**config.mk**
```make
export PLATFORM = sky130hd
export DESIGN_NAME = ca_seed_loader
export DESIGN_NICKNAME = d
export VERILOG_FILES = /design/src/rtl/ca_ctrl_pkg.sv /design/src/rtl/ca_bit_timer.sv /design/src/rtl/ca_seed_loader.sv
export SDC_FILE = /design/constraint.sdc
export NUM_CORES = 1
export LEC_CHECK = 0
export CORE_MARGIN = 2
export CORE_UTILIZATION = 55
export CTS_BUF_LIST = sky130_fd_sc_hd__clkbuf_8
export DETAILED_ROUTE_END_ITERATION = 10
export GPL_TIMING_DRIVEN = 0
export PLACE_DENSITY = 0.82
export SYNTH_ARGS = -nofsm -noshare
export SYNTH_HDL_FRONTEND = slang
export SYNTH_SLANG_ARGS = --single-unit
```
**constraint.sdc**
```tcl
create_clock -name clk -period 3.2 [get_ports clk]
set_clock_uncertainty 0.05 [all_clocks]
set_input_delay 0.64 -clock clk [delete_from_list [all_inputs] [get_ports clk]]
set_output_delay 0.64 -clock clk [all_outputs]
set_load 0.005 [all_outputs]
```
**src/rtl/ca_ctrl_pkg.sv**
```systemverilog
// Shared types and defaults for the CA seed loader.
package ca_ctrl_pkg;

    typedef enum logic [2:0] {
        ST_IDLE,
        ST_LOAD,
        ST_SETTLE,
        ST_RUN,
        ST_DONE
    } ca_ld_state_t;

    localparam int CA_N_CELLS = 5;
    localparam int CA_DIV     = 20000;

endpackage

```
**src/rtl/ca_bit_timer.sv**
```systemverilog
// Divider that paces one seed bit per DIV clk cycles and produces the
// load-clock square wave. Held at count 0 (phase high) while disabled.
module ca_bit_timer #(
    parameter int DIV = 20000
) (
    input  logic clk,
    input  logic reset,
    input  logic en,
    output logic phase,
    output logic bit_tick
);

    localparam int CNT_W = $clog2(DIV);
    localparam logic [CNT_W-1:0] LAST = CNT_W'(DIV - 1);
    localparam logic [CNT_W-1:0] HALF = CNT_W'(DIV / 2);

    logic [CNT_W-1:0] r_div_cnt;
    logic [CNT_W-1:0] w_cnt_next;
    logic             r_phase;

    // Next divider count: wrap at DIV-1, clear whenever disabled.
    always_comb begin
        w_cnt_next = '0;
        if (en && (r_div_cnt != LAST)) begin
            w_cnt_next = r_div_cnt + CNT_W'(1);
        end
    end

    // Phase is registered from the next count so it always equals (div_cnt < DIV/2).
    always_ff @(posedge clk) begin
        if (reset) begin
            r_div_cnt <= '0;
            r_phase   <= 1'b1;
        end else begin
            r_div_cnt <= w_cnt_next;
            r_phase   <= (w_cnt_next < HALF);
        end
    end

    assign phase    = r_phase;
    assign bit_tick = en && (r_div_cnt == LAST);

endmodule

```
**src/rtl/ca_seed_loader.sv**
```systemverilog
// Load/run controller for the Red_CA network: shifts the seed out MSB first
// under a divided load clock, lets the array settle, runs it for run_len
// cycles and captures Salida. All outputs come straight from flops.
module ca_seed_loader
    import ca_ctrl_pkg::*;
#(
    parameter int N_CELLS = CA_N_CELLS,
    parameter int DIV     = CA_DIV,
    parameter int RUN_W   = 16
) (
    input  logic               clk,
    input  logic               reset,
    input  logic               start,
    input  logic [N_CELLS-1:0] seed,
    input  logic [RUN_W-1:0]   run_len,
    input  logic [N_CELLS-1:0] ca_salida,
    output logic               ca_init,
    output logic               ca_carga,
    output logic               ca_clk_carga,
    output logic               ca_reset,
    output logic               ca_sync,
    output logic               busy,
    output logic               done,
    output logic [N_CELLS-1:0] snapshot
);

    localparam int IDX_W = (N_CELLS > 1) ? $clog2(N_CELLS) : 1;
    localparam logic [IDX_W-1:0] LAST_BIT = IDX_W'(N_CELLS - 1);

    ca_ld_state_t       r_state;
    ca_ld_state_t       w_state_next;
    logic [IDX_W-1:0]   r_bit_idx;
    logic [IDX_W-1:0]   w_bit_idx_next;
    logic [RUN_W-1:0]   r_run_cnt;
    logic [RUN_W-1:0]   w_run_cnt_next;
    logic [N_CELLS-1:0] r_shift;
    logic [N_CELLS-1:0] w_shift_next;
    logic               w_timer_en;
    logic               w_bit_tick;
    logic               w_phase;

    logic               r_ca_init;
    logic               r_ca_carga;
    logic               r_ca_reset;
    logic               r_ca_sync;
    logic               r_busy;
    logic               r_done;
    logic [N_CELLS-1:0] r_snapshot;

    // The divider only runs while the load clock is being generated.
    assign w_timer_en = (r_state == ST_LOAD) || (r_state == ST_SETTLE);

    ca_bit_timer #(
        .DIV (DIV)
    ) u_bit_timer (
        .clk      (clk),
        .reset    (reset),
        .en       (w_timer_en),
        .phase    (w_phase),
        .bit_tick (w_bit_tick)
    );

    // Next-state logic; run_len is held as a down counter so the maximum never wraps.
    always_comb begin
        w_state_next   = r_state;
        w_bit_idx_next = r_bit_idx;
        w_run_cnt_next = r_run_cnt;
        w_shift_next   = r_shift;
        case (r_state)
            ST_IDLE: begin
                if (start) begin
                    w_state_next   = ST_LOAD;
                    w_bit_idx_next = '0;
                    w_run_cnt_next = run_len;
                    w_shift_next   = seed;
                end
            end
            ST_LOAD: begin
                if (w_bit_tick) begin
                    w_shift_next   = r_shift << 1;
                    w_bit_idx_next = r_bit_idx + IDX_W'(1);
                    if (r_bit_idx == LAST_BIT) begin
                        w_state_next = ST_SETTLE;
                    end
                end
            end
            ST_SETTLE: begin
                if (w_bit_tick) begin
                    w_state_next = (r_run_cnt == '0) ? ST_DONE : ST_RUN;
                end
            end
            ST_RUN: begin
                w_run_cnt_next = r_run_cnt - RUN_W'(1);
                if (r_run_cnt == RUN_W'(1)) begin
                    w_state_next = ST_DONE;
                end
            end
            ST_DONE: begin
                w_state_next = ST_IDLE;
            end
            default: begin
                w_state_next = ST_IDLE;
            end
        endcase
    end

    // State, counters and outputs; outputs are decoded from the next state so they align with it.
    always_ff @(posedge clk) begin
        if (reset) begin
            r_state    <= ST_IDLE;
            r_bit_idx  <= '0;
            r_run_cnt  <= '0;
            r_ca_init  <= 1'b0;
            r_ca_carga <= 1'b0;
            r_ca_reset <= 1'b1;
            r_ca_sync  <= 1'b0;
            r_busy     <= 1'b0;
            r_done     <= 1'b0;
            r_snapshot <= '0;
        end else begin
            r_state    <= w_state_next;
            r_bit_idx  <= w_bit_idx_next;
            r_run_cnt  <= w_run_cnt_next;
            r_ca_init  <= (w_state_next == ST_LOAD) && w_shift_next[N_CELLS-1];
            r_ca_carga <= (w_state_next == ST_LOAD);
            r_ca_reset <= !((w_state_next == ST_RUN) || (w_state_next == ST_DONE));
            r_ca_sync  <= (w_state_next == ST_RUN);
            r_busy     <= (w_state_next != ST_IDLE);
            r_done     <= (w_state_next == ST_DONE);
            if (w_state_next == ST_DONE) begin
                r_snapshot <= ca_salida;
            end
        end
    end

    // Seed shift register carries data only and needs no reset.
    always_ff @(posedge clk) begin
        r_shift <= w_shift_next;
    end

    assign ca_init      = r_ca_init;
    assign ca_carga     = r_ca_carga;
    assign ca_clk_carga = w_phase;
    assign ca_reset     = r_ca_reset;
    assign ca_sync      = r_ca_sync;
    assign busy         = r_busy;
    assign done         = r_done;
    assign snapshot     = r_snapshot;

endmodule

```
==> results of run 1 <==
## per-layer routing
metal | vias to the layer above | wire (µm) | GRT usage, %
li1 | 1158 | - | -
met1 | 1068 | 2530 | 28.1
met2 | 39 | 2920 | 40.0
met3 | 4 | 182 | 5.97
met4 | 0 | 33 | 8.23
met5 | - | 0 | 0
## Yosys cell counts, drive strengths merged, types with 2 or more instances
library cell / count
a21oi: 25
a221oi: 2
a22o: 3
a22oi: 2
a31oi: 9
and2: 2
and3: 3
and3b: 2
buf: 2
clkbuf: 11
dfxtp: 50
edfxtp: 4
ha: 6
inv: 8
mux2i: 6
nand2: 22
nand3: 16
nand3b: 2
nand4: 4
nor2: 52
nor2b: 2
nor3: 8
nor4: 8
o211ai: 4
o21ai: 6
o21bai: 2
o311ai: 4
or2: 2
or3: 2
or4: 3
xnor2: 8
xor2: 8
## flip-flops by register name (all words and copies together) (netlist names)
register	count
ca_init	1
r_state	3
ca_sync	1
u_bit_timer.r_div_cnt	15
u_bit_timer.phase	1
snapshot	5
r_shift	5
busy	1
ca_carga	1
r_run_cnt	16
ca_reset	1
done	1
r_bit_idx	3
## cell type report
cell class                      count  area [µm²]  area share [%]
Clock buffer                        5        68.8            2.19
Buffer                             13        51.3            1.63
Sequential cell                    54        1120            35.6
Tap cell                           52        65.1            2.07
Timing Repair Buffer               39         390            12.4
Multi-Input combinational cell    224        1380            43.7
Clock inverter                      3        45.0            1.43
Inverter                            8        30.0           0.954
## metrics by stage
stage                     hold slack (ps)  instance area (µm²)  total power (µW)
final                                 422                 3150              1360
after global routing                  462                 3150              1410
after CTS                             426                 3150              1360
after detailed placement              404                 3040               910
after global placement                389                 3040               905
after floorplan                       376                 2580               840
## cells by family after synthesis
logic type / after synthesis
buffers and inverters: 21
AOI/OAI and AO/OA: 63
and+or+nand+nor: 132
adders and majority gates: 6
muxes: 7
DFF: 54
xor gates and xnor gates: 16
## power by group through the flow
stage / Clock [µW] / Combinational [µW] / Sequential [µW]
after floorplan: 0 / 104 / 736
after global placement: 0 / 166 / 739
final: 462 / 170 / 725
after detailed placement: 0 / 170 / 740
after CTS: 464 / 170 / 725
after global routing: 489 / 190 / 729
## how the worst min path moves through the flow
stage | to | cells after the start | from | slack (ps)
after floorplan | u_bit_timer.r_div_cnt[0] | 1 | u_bit_timer.r_div_cnt[0] | 380
after global placement | u_bit_timer.r_div_cnt[0] | 1 | u_bit_timer.r_div_cnt[0] | 390
after detailed placement | u_bit_timer.r_div_cnt[0] | 1 | u_bit_timer.r_div_cnt[0] | 400
after CTS | u_bit_timer.r_div_cnt[0] | 1 | u_bit_timer.r_div_cnt[0] | 430
after global routing | u_bit_timer.r_div_cnt[0] | 1 | u_bit_timer.r_div_cnt[0] | 460
final | u_bit_timer.r_div_cnt[0] | 1 | u_bit_timer.r_div_cnt[0] | 420
==> tab_implementation.tex, run 1 <==
\begin{tabular}{lr}
\hline
Metric & Value \\
\hline
\multicolumn{2}{l}{\textbf{Synthesis}} \\
\quad Cell type with the largest total area after synthesis & sky130\_fd\_sc\_hd\_\_dfxtp\_1 \\
\quad Synth Net Count & about 330 \\
\quad Share of the synthesized area in the top cell type & 38.8\% \\
\quad Fraction of synthesized area in multiplexers & around 2.8\% \\
\quad Synth Area in Compound Gates & $\sim$16\% \\
\quad Main combinational cell family by area after synthesis & simple AND/OR/NAND/NOR gates \\
\quad Fraction of registers with async set or reset after synthesis & 0\% \\
\quad Area share of and/or/nand/nor cells after synthesis & 26.4\% \\
\quad Sequential fraction of the synthesis area & 43.5\% \\
\quad Count of distinct cell types in the synthesized netlist & 51 \\
\quad Xor and xnor fraction of the mapped netlist area & approximately 5.4\% \\
\quad Post-synthesis register bit count & between 50 and 60 \\
\quad Cells after synthesis & between 200 and 300 \\
\quad Mapped cell area & 2580 µm² \\
\quad Leading post-synthesis cells by cell area & sky130\_fd\_sc\_hd\_\_dfxtp\_1, sky130\_fd\_sc\_hd\_\_nor2\_1, sky130\_fd\_sc\_hd\_\_a21oi\_1, sky130\_fd\_sc\_hd\_\_edfxtp\_1, sky130\_fd\_sc\_hd\_\_nand2\_1 \\
\quad Number of synthesized flops with an enable pin & 4 \\
\quad Fraction of the mapped netlist area in adder cells & slightly below 3\% \\
\quad Dominant synthesized flop cell & sky130\_fd\_sc\_hd\_\_dfxtp\_1 \\
\quad Mapped Avg Cell Area & $\sim$8.6 µm² \\
\quad YS warnings & 0 \\
\multicolumn{2}{l}{\textbf{Worst setup path}} \\
\quad CP endpoint & r\_bit\_idx[0] \\
\quad Class of the most critical setup path & reg2reg \\
\quad Path depth of the worst reg2reg path & 8 \\
\quad Arrival time reported for the critical path endpoint & between 2000 and 3000 ps \\
\quad Reg-to-Reg End & r\_bit\_idx[0] \\
\quad Endpoint type of the worst setup path & flip-flop \\
\quad Cell Chain, Critical Path & ha\_1, clkbuf\_1, nand4\_1, nor4\_1, nand3\_1, nand2\_1, mux2\_2, nor2\_1 \\
\quad Reg2reg start & u\_bit\_timer.r\_div\_cnt[0] \\
\quad Worst Path Max Fanout & 8 \\
\quad Gate family responsible for the most delay along the worst path & simple AND/OR/NAND/NOR gates \\
\quad Depth of the critical timing path with buffers and inverters included & 8 \\
\quad Delay contributed by the slowest stage of the critical path & roughly 710 ps \\
\quad Register-to-register setup slack & 520 ps \\
\quad Critical Path Start & u\_bit\_timer.r\_div\_cnt[0] \\
\quad Element type at the critical path start & flip-flop \\
\quad Data required time at the worst endpoint & about 3400 ps \\
\quad Buffer and inverter count on the worst path & 1 \\
\quad Slowest cell on the critical path & sky130\_fd\_sc\_hd\_\_nor4\_1 \\
\multicolumn{2}{l}{\textbf{Place}} \\
\quad Last weighted congestion value of the routability-driven placer & 0.854 \\
\quad Total of buffers placed on input and output ports & 39 \\
\quad Pre-CTS WS & approximately 460 ps \\
\quad Placed cell count & 390 \\
\quad Estimated wirelength of the detail-placed design & about 4200 µm \\
\multicolumn{2}{l}{\textbf{Clock tree}} \\
\quad Clk root buf & sky130\_fd\_sc\_hd\_\_clkbuf\_8 \\
\quad Clock latency of the later-clocked register in the worst-skew pair & 310 ps \\
\quad Cts-stage hold buffer count & 0 \\
\quad Clock transition at the register clock pins on the worst setup and hold paths after CTS & 100 ps \\
\quad CTS tree & done \\
\quad Resized Gates After CTS & 0 \\
\quad Clock buffer depth & 2 \\
\quad Maximum level of the CTS H-tree & 2 \\
\quad Sink Count & 54 \\
\quad Number of CTS-inserted buffers & 5 \\
\quad Number of setup buffers added after CTS & 0 \\
\multicolumn{2}{l}{\textbf{Power}} \\
\quad Switch share & between 20\% and 30\% \\
\quad Comb pwr share & between 10\% and 20\% \\
\quad Static leakage power & about 0.0011 µW \\
\quad Psw & between 300 and 400 µW \\
\quad Ratio of total power to cell area & about 430 nW/µm² \\
\quad Part of the total power dissipated in sequential elements & about 53\% \\
\quad Highest ir drop seen on vdd & approximately 0.00036 V \\
\quad Part of the total power dissipated in the clock network & about a third \\
\quad Internal portion of total power & 1020 µW \\
\multicolumn{2}{l}{\textbf{Detailed routing}} \\
\quad Routed vias & between 2000 and 2500 \\
\quad Length of the first detailed-routing pass in iterations & 4 \\
\quad Vias per std cell & 5.70 \\
\quad Remaining design rule violation count & 0 \\
\quad Drt first-iter violations & roughly 90 \\
\quad Detailed-route wire length per cell & 14.3 µm \\
\quad Routed WL & roughly 5700 µm \\
\quad Antenna viol nets, final & 0 \\
\multicolumn{2}{l}{\textbf{Timing}} \\
\quad Final critical path time including I/O delays and setup & 2680 ps \\
\quad Achievable clock frequency & roughly 370 MHz \\
\quad Finish-stage setup viols & 0 \\
\quad Worst relative slew slack & about 50\% \\
\quad Setup repair after global routing missed its margin & false \\
\quad Total count of max-transition violations in the final report & 0 \\
\quad Setup TNS Final & 0 ps \\
\quad Number of hold violations in the final report & 0 \\
\quad Final Cycle Share & 83.8\% \\
\quad Least-Margin Pin Slew & 742 ps \\
\quad Least setup slack across all paths after layout & 518 ps \\
\multicolumn{2}{l}{\textbf{Floorplanning}} \\
\quad Core ar. & 4440 µm² \\
\quad Standard-cell rows & 24 \\
\quad DIE AREA & around 5300 µm² \\
\quad Initial standard-cell utilization of the core & between 50\% and 60\% \\
\quad IO Count & 41 \\
\quad Height of the chip & roughly 72 µm \\
\quad Horizontal die dimension & just over 70 µm \\
\multicolumn{2}{l}{\textbf{GRT}} \\
\quad Number of global-route vias before repair & 2238 \\
\quad Global route overflow & 0 \\
\quad GRT Total Usage & 23.2\% \\
\quad Maximum number of pins on one net before global-route repair & 18 \\
\quad Global-route wire length before repair & between 9000 and 10000 µm \\
\quad Number of antenna violations at the first check in global routing & 0 \\
\multicolumn{2}{l}{\textbf{Cells and area}} \\
\quad Fraction of layout cells with a size suffix above 1 & 5.78\% \\
\quad Antenna diode count & 0 \\
\quad Area growth, synth to finish & 22.1\% \\
\quad Final core area utilization & between 70\% and 80\% \\
\quad Most frequent cells in the layout & sky130\_fd\_sc\_hd\_\_nor2\_1, sky130\_fd\_sc\_hd\_\_dfxtp\_1, sky130\_fd\_sc\_hd\_\_clkdlybuf4s50\_1 \\
\quad Layout Nets & between 300 and 400 \\
\quad Number of inserted filler cells in the final layout & between 300 and 400 \\
\quad Leading cell type in the layout, fill and taps excluded & sky130\_fd\_sc\_hd\_\_nor2\_1 \\
\quad Final instance count without filler cells & 398 \\
\multicolumn{2}{l}{\textbf{Run status}} \\
\quad Status & completed \\
\multicolumn{2}{l}{\textbf{Worst hold path}} \\
\quad Worst min path class & reg2reg \\
\multicolumn{2}{l}{\textbf{Flow run}} \\
\quad Maximum capacitance violations & 0 \\
\hline
\end{tabular}
(Power assumes the default switching activity.)
==> inputs of run 2 (changes only) <==
clock period = 2.6 ns   (was 3.2 ns; I/O delays follow)
==> tab_implementation.tex, run 2 (synthesis results as in run 1) <==
\begin{tabular}{lr}
\hline
Metric & Value \\
\hline
\multicolumn{2}{l}{\textbf{Worst setup path}} \\
\quad Worst Path Max Fanout & 8 (unchanged) \\
\quad Reg-to-Reg End & snapshot[0] (was r\_bit\_idx[0]) \\
\quad Arrival time reported for the critical path endpoint & 2560 ps (was 2830 ps) \\
\quad Endpoint type of the worst setup path & flip-flop (unchanged) \\
\quad Buffer and inverter count on the worst path & 0 (was 1) \\
\quad Element type at the critical path start & flip-flop (unchanged) \\
\quad Cell Chain, Critical Path & ha\_2, nand4\_1, or4\_4, o21ai\_4, nand4\_4, mux2i\_1, nor2\_1 (was ha\_1, clkbuf\_1, nand4\_1, nor4\_1, nand3\_1, nand2\_1, mux2\_2, nor2\_1) \\
\quad CP endpoint & snapshot[0] (was r\_bit\_idx[0]) \\
\quad Data required time at the worst endpoint & 2750 ps (was 3350 ps) \\
\quad Register-to-register setup slack & 180 ps (was 520 ps) \\
\quad Reg2reg start & u\_bit\_timer.r\_div\_cnt[0] (unchanged) \\
\quad Class of the most critical setup path & reg2reg (unchanged) \\
\quad Path depth of the worst reg2reg path & 7 (was 8) \\
\quad Slowest cell on the critical path & sky130\_fd\_sc\_hd\_\_or4\_4 (was sky130\_fd\_sc\_hd\_\_nor4\_1) \\
\quad Critical Path Start & u\_bit\_timer.r\_div\_cnt[0] (unchanged) \\
\quad Depth of the critical timing path with buffers and inverters included & 7 (was 8) \\
\quad Delay contributed by the slowest stage of the critical path & 670 ps (was 710 ps) \\
\quad Gate family responsible for the most delay along the worst path & simple AND/OR/NAND/NOR gates (unchanged) \\
\multicolumn{2}{l}{\textbf{Timing}} \\
\quad Final Cycle Share & 93.0\% (was 83.8\%) \\
\quad Total count of max-transition violations in the final report & 0 (unchanged) \\
\quad Setup repair after global routing missed its margin & false (unchanged) \\
\quad Achievable clock frequency & 413 MHz (was 373 MHz) \\
\quad Worst relative slew slack & 50.6\% (was 49.9\%) \\
\quad Finish-stage setup viols & 0 (unchanged) \\
\quad Number of hold violations in the final report & 0 (unchanged) \\
\quad Least-Margin Pin Slew & 731 ps (was 742 ps) \\
\quad Final critical path time including I/O delays and setup & 2420 ps (was 2680 ps) \\
\quad Hold slack & 423 ps (was 422 ps) \\
\quad Least setup slack across all paths after layout & 181 ps (was 518 ps) \\
\multicolumn{2}{l}{\textbf{Detailed routing}} \\
\quad Drt first-iter violations & 99 (was 92) \\
\quad Antenna viol nets, final & 0 (unchanged) \\
\quad Vias per std cell & 5.72 (was 5.70) \\
\quad Routed WL & 5650 µm (was 5670 µm) \\
\quad Routed vias & 2270 (was 2269) \\
\quad Length of the first detailed-routing pass in iterations & 4 (unchanged) \\
\quad Detailed-route wire length per cell & 14.2 µm (was 14.3 µm) \\
\quad Remaining design rule violation count & 0 (unchanged) \\
\multicolumn{2}{l}{\textbf{Power}} \\
\quad Part of the total power dissipated in sequential elements & 53.5\% (was 53.4\%) \\
\quad Comb pwr share & 12.5\% (about the same) \\
\quad Static leakage power & 0.00112 µW (about the same) \\
\quad Highest ir drop seen on vdd & 0.000441 V (was 0.000361 V) \\
\quad Psw & 413 µW (was 337 µW) \\
\quad Part of the total power dissipated in the clock network & 34.0\% (about the same) \\
\quad Power, Total & 1670 µW (was 1360 µW) \\
\quad Ratio of total power to cell area & 529 nW/µm² (was 431 nW/µm²) \\
\quad Switch share & 24.8\% (about the same) \\
\quad Internal portion of total power & 1260 µW (was 1020 µW) \\
\multicolumn{2}{l}{\textbf{GRT}} \\
\quad Maximum number of pins on one net before global-route repair & 18 (unchanged) \\
\quad Global-route wire length before repair & 9650 µm (was 9630 µm) \\
\quad GRT Total Usage & 23.3\% (was 23.2\%) \\
\quad Number of global-route vias before repair & 2221 (was 2238) \\
\quad Global route overflow & 0 (unchanged) \\
\quad Number of antenna violations at the first check in global routing & 0 (unchanged) \\
\multicolumn{2}{l}{\textbf{Floorplanning}} \\
\quad IO Count & 41 (unchanged) \\
\quad DIE AREA & 5250 µm² (unchanged) \\
\quad Standard-cell rows & 24 (unchanged) \\
\quad Core ar. & 4440 µm² (unchanged) \\
\quad Horizontal die dimension & 72.5 µm (unchanged) \\
\quad Height of the chip & 72.5 µm (unchanged) \\
\quad Initial standard-cell utilization of the core & 58.1\% (unchanged) \\
\multicolumn{2}{l}{\textbf{Flow run}} \\
\quad Maximum capacitance violations & 0 (unchanged) \\
\multicolumn{2}{l}{\textbf{Place}} \\
\quad Pre-CTS WS & -69.7 ps (was 463 ps) \\
\quad Last weighted congestion value of the routability-driven placer & 0.854 (unchanged) \\
\quad Cell area after placement & 3040 µm² (unchanged) \\
\quad Estimated wirelength of the detail-placed design & 4210 µm (unchanged) \\
\quad Total of buffers placed on input and output ports & 39 (unchanged) \\
\multicolumn{2}{l}{\textbf{Cells and area}} \\
\quad Antenna diode count & 0 (unchanged) \\
\quad Fraction of layout cells with a size suffix above 1 & 6.38\% (was 5.78\%) \\
\quad Max FFs per register & 16 (unchanged) \\
\quad Leading cell type in the layout, fill and taps excluded & sky130\_fd\_sc\_hd\_\_nor2\_1 (unchanged) \\
\quad Most frequent cells in the layout & sky130\_fd\_sc\_hd\_\_nor2\_1, sky130\_fd\_sc\_hd\_\_dfxtp\_1, sky130\_fd\_sc\_hd\_\_clkdlybuf4s50\_1 (unchanged) \\
\quad Cell area after layout & 3150 µm² (about the same) \\
\quad Area growth, synth to finish & 22.3\% (was 22.1\%) \\
\quad Layout Nets & 379 (was 380) \\
\quad Largest Register & r\_run\_cnt (unchanged) \\
\quad Number of inserted filler cells in the final layout & 369 (was 372) \\
\quad Regs by FF count & r\_run\_cnt: 16 flops, u\_bit\_timer.r\_div\_cnt: 15 flops (unchanged) \\
\multicolumn{2}{l}{\textbf{Clock tree}} \\
\quad Sink Count & 54 (unchanged) \\
\quad CTS tree & done (unchanged) \\
\quad Number of setup buffers added after CTS & 0 (unchanged) \\
\quad Clk root buf & sky130\_fd\_sc\_hd\_\_clkbuf\_8 (unchanged) \\
\quad Cts-stage hold buffer count & 0 (unchanged) \\
\quad Clock latency of the later-clocked register in the worst-skew pair & 310 ps (about the same) \\
\quad Number of CTS-inserted buffers & 5 (unchanged) \\
\quad Maximum level of the CTS H-tree & 2 (unchanged) \\
\quad Resized Gates After CTS & 1 (was 0) \\
\quad Clock buffer depth & 2 (unchanged) \\
\quad Clock transition at the register clock pins on the worst setup and hold paths after CTS & 100 ps (about the same) \\
\multicolumn{2}{l}{\textbf{Run status}} \\
\quad Status & completed (unchanged) \\
\multicolumn{2}{l}{\textbf{Worst hold path}} \\
\quad Worst min path class & reg2reg (unchanged) \\
\hline
\end{tabular}
run 2: cell count changes in the layout (fill, tap and decap cells not counted), sizes merged:
cell	delta
clkbuf	-1
run 2: cell type report:
| class | count | area, µm² | share of cell area, % |
|---|---|---|---|
| Buffer | 12 | 47.5 | 1.51 |
| Clock inverter | 3 | 45.0 | 1.43 |
| Timing Repair Buffer | 39 | 390 | 12.4 |
| Tap cell | 52 | 65.1 | 2.06 |
| Clock buffer | 5 | 68.8 | 2.18 |
| Multi-Input combinational cell | 224 | 1390 | 44.0 |
| Inverter | 8 | 30.0 | 0.952 |
| Sequential cell | 54 | 1120 | 35.5 |
run 2: worst min-delay path by stage:
stage / start / endpoint / slack (ps) / cells past startpoint
finish: u_bit_timer.r_div_cnt[0] / u_bit_timer.r_div_cnt[0] / 420 / 1
global route: r_run_cnt[11] / r_run_cnt[11] / 470 / 2
CTS: u_bit_timer.r_div_cnt[0] / u_bit_timer.r_div_cnt[0] / 430 / 1
detailed placement: u_bit_timer.r_div_cnt[0] / u_bit_timer.r_div_cnt[0] / 400 / 1
global placement: u_bit_timer.r_div_cnt[0] / u_bit_timer.r_div_cnt[0] / 390 / 1
floorplan: u_bit_timer.r_div_cnt[0] / u_bit_timer.r_div_cnt[0] / 380 / 1
run 2: power by group through the flow:
| stage | Sequential, µW | Clock (µW) | Combinational [µW] |
|---|---|---|---|
| 6_report | 892 | 567 | 209 |
| 5_1_grt | 897 | 605 | 233 |
| 4_1_cts | 892 | 571 | 210 |
| 3_5_place_dp | 911 | 0 | 209 |
| 3_3_place_gp | 910 | 0 | 204 |
| 2_1_floorplan | 906 | 0 | 128 |
run 2: metal layers:
metal | GRT usage (%) | vias to the layer above | part of all wire [%]
met5 | 0 | - | 0
met3 | 5.97 | 4 | 3.6
li1 | - | 1155 | -
met2 | 40.2 | 46 | 52
met1 | 28.3 | 1065 | 44
met4 | 7.82 | 0 | 0.58
run 2: stage by stage:
step / util, % / setup TNS (ps) / cells
floorplan: - / 0 / 299
global placement: 68.3 / 0 / 390
detailed placement: 68.3 / -255 / 390
CTS: 70.9 / 0 / 397
global route: 71.0 / 0 / 397
finish: 71.0 / 0 / 397
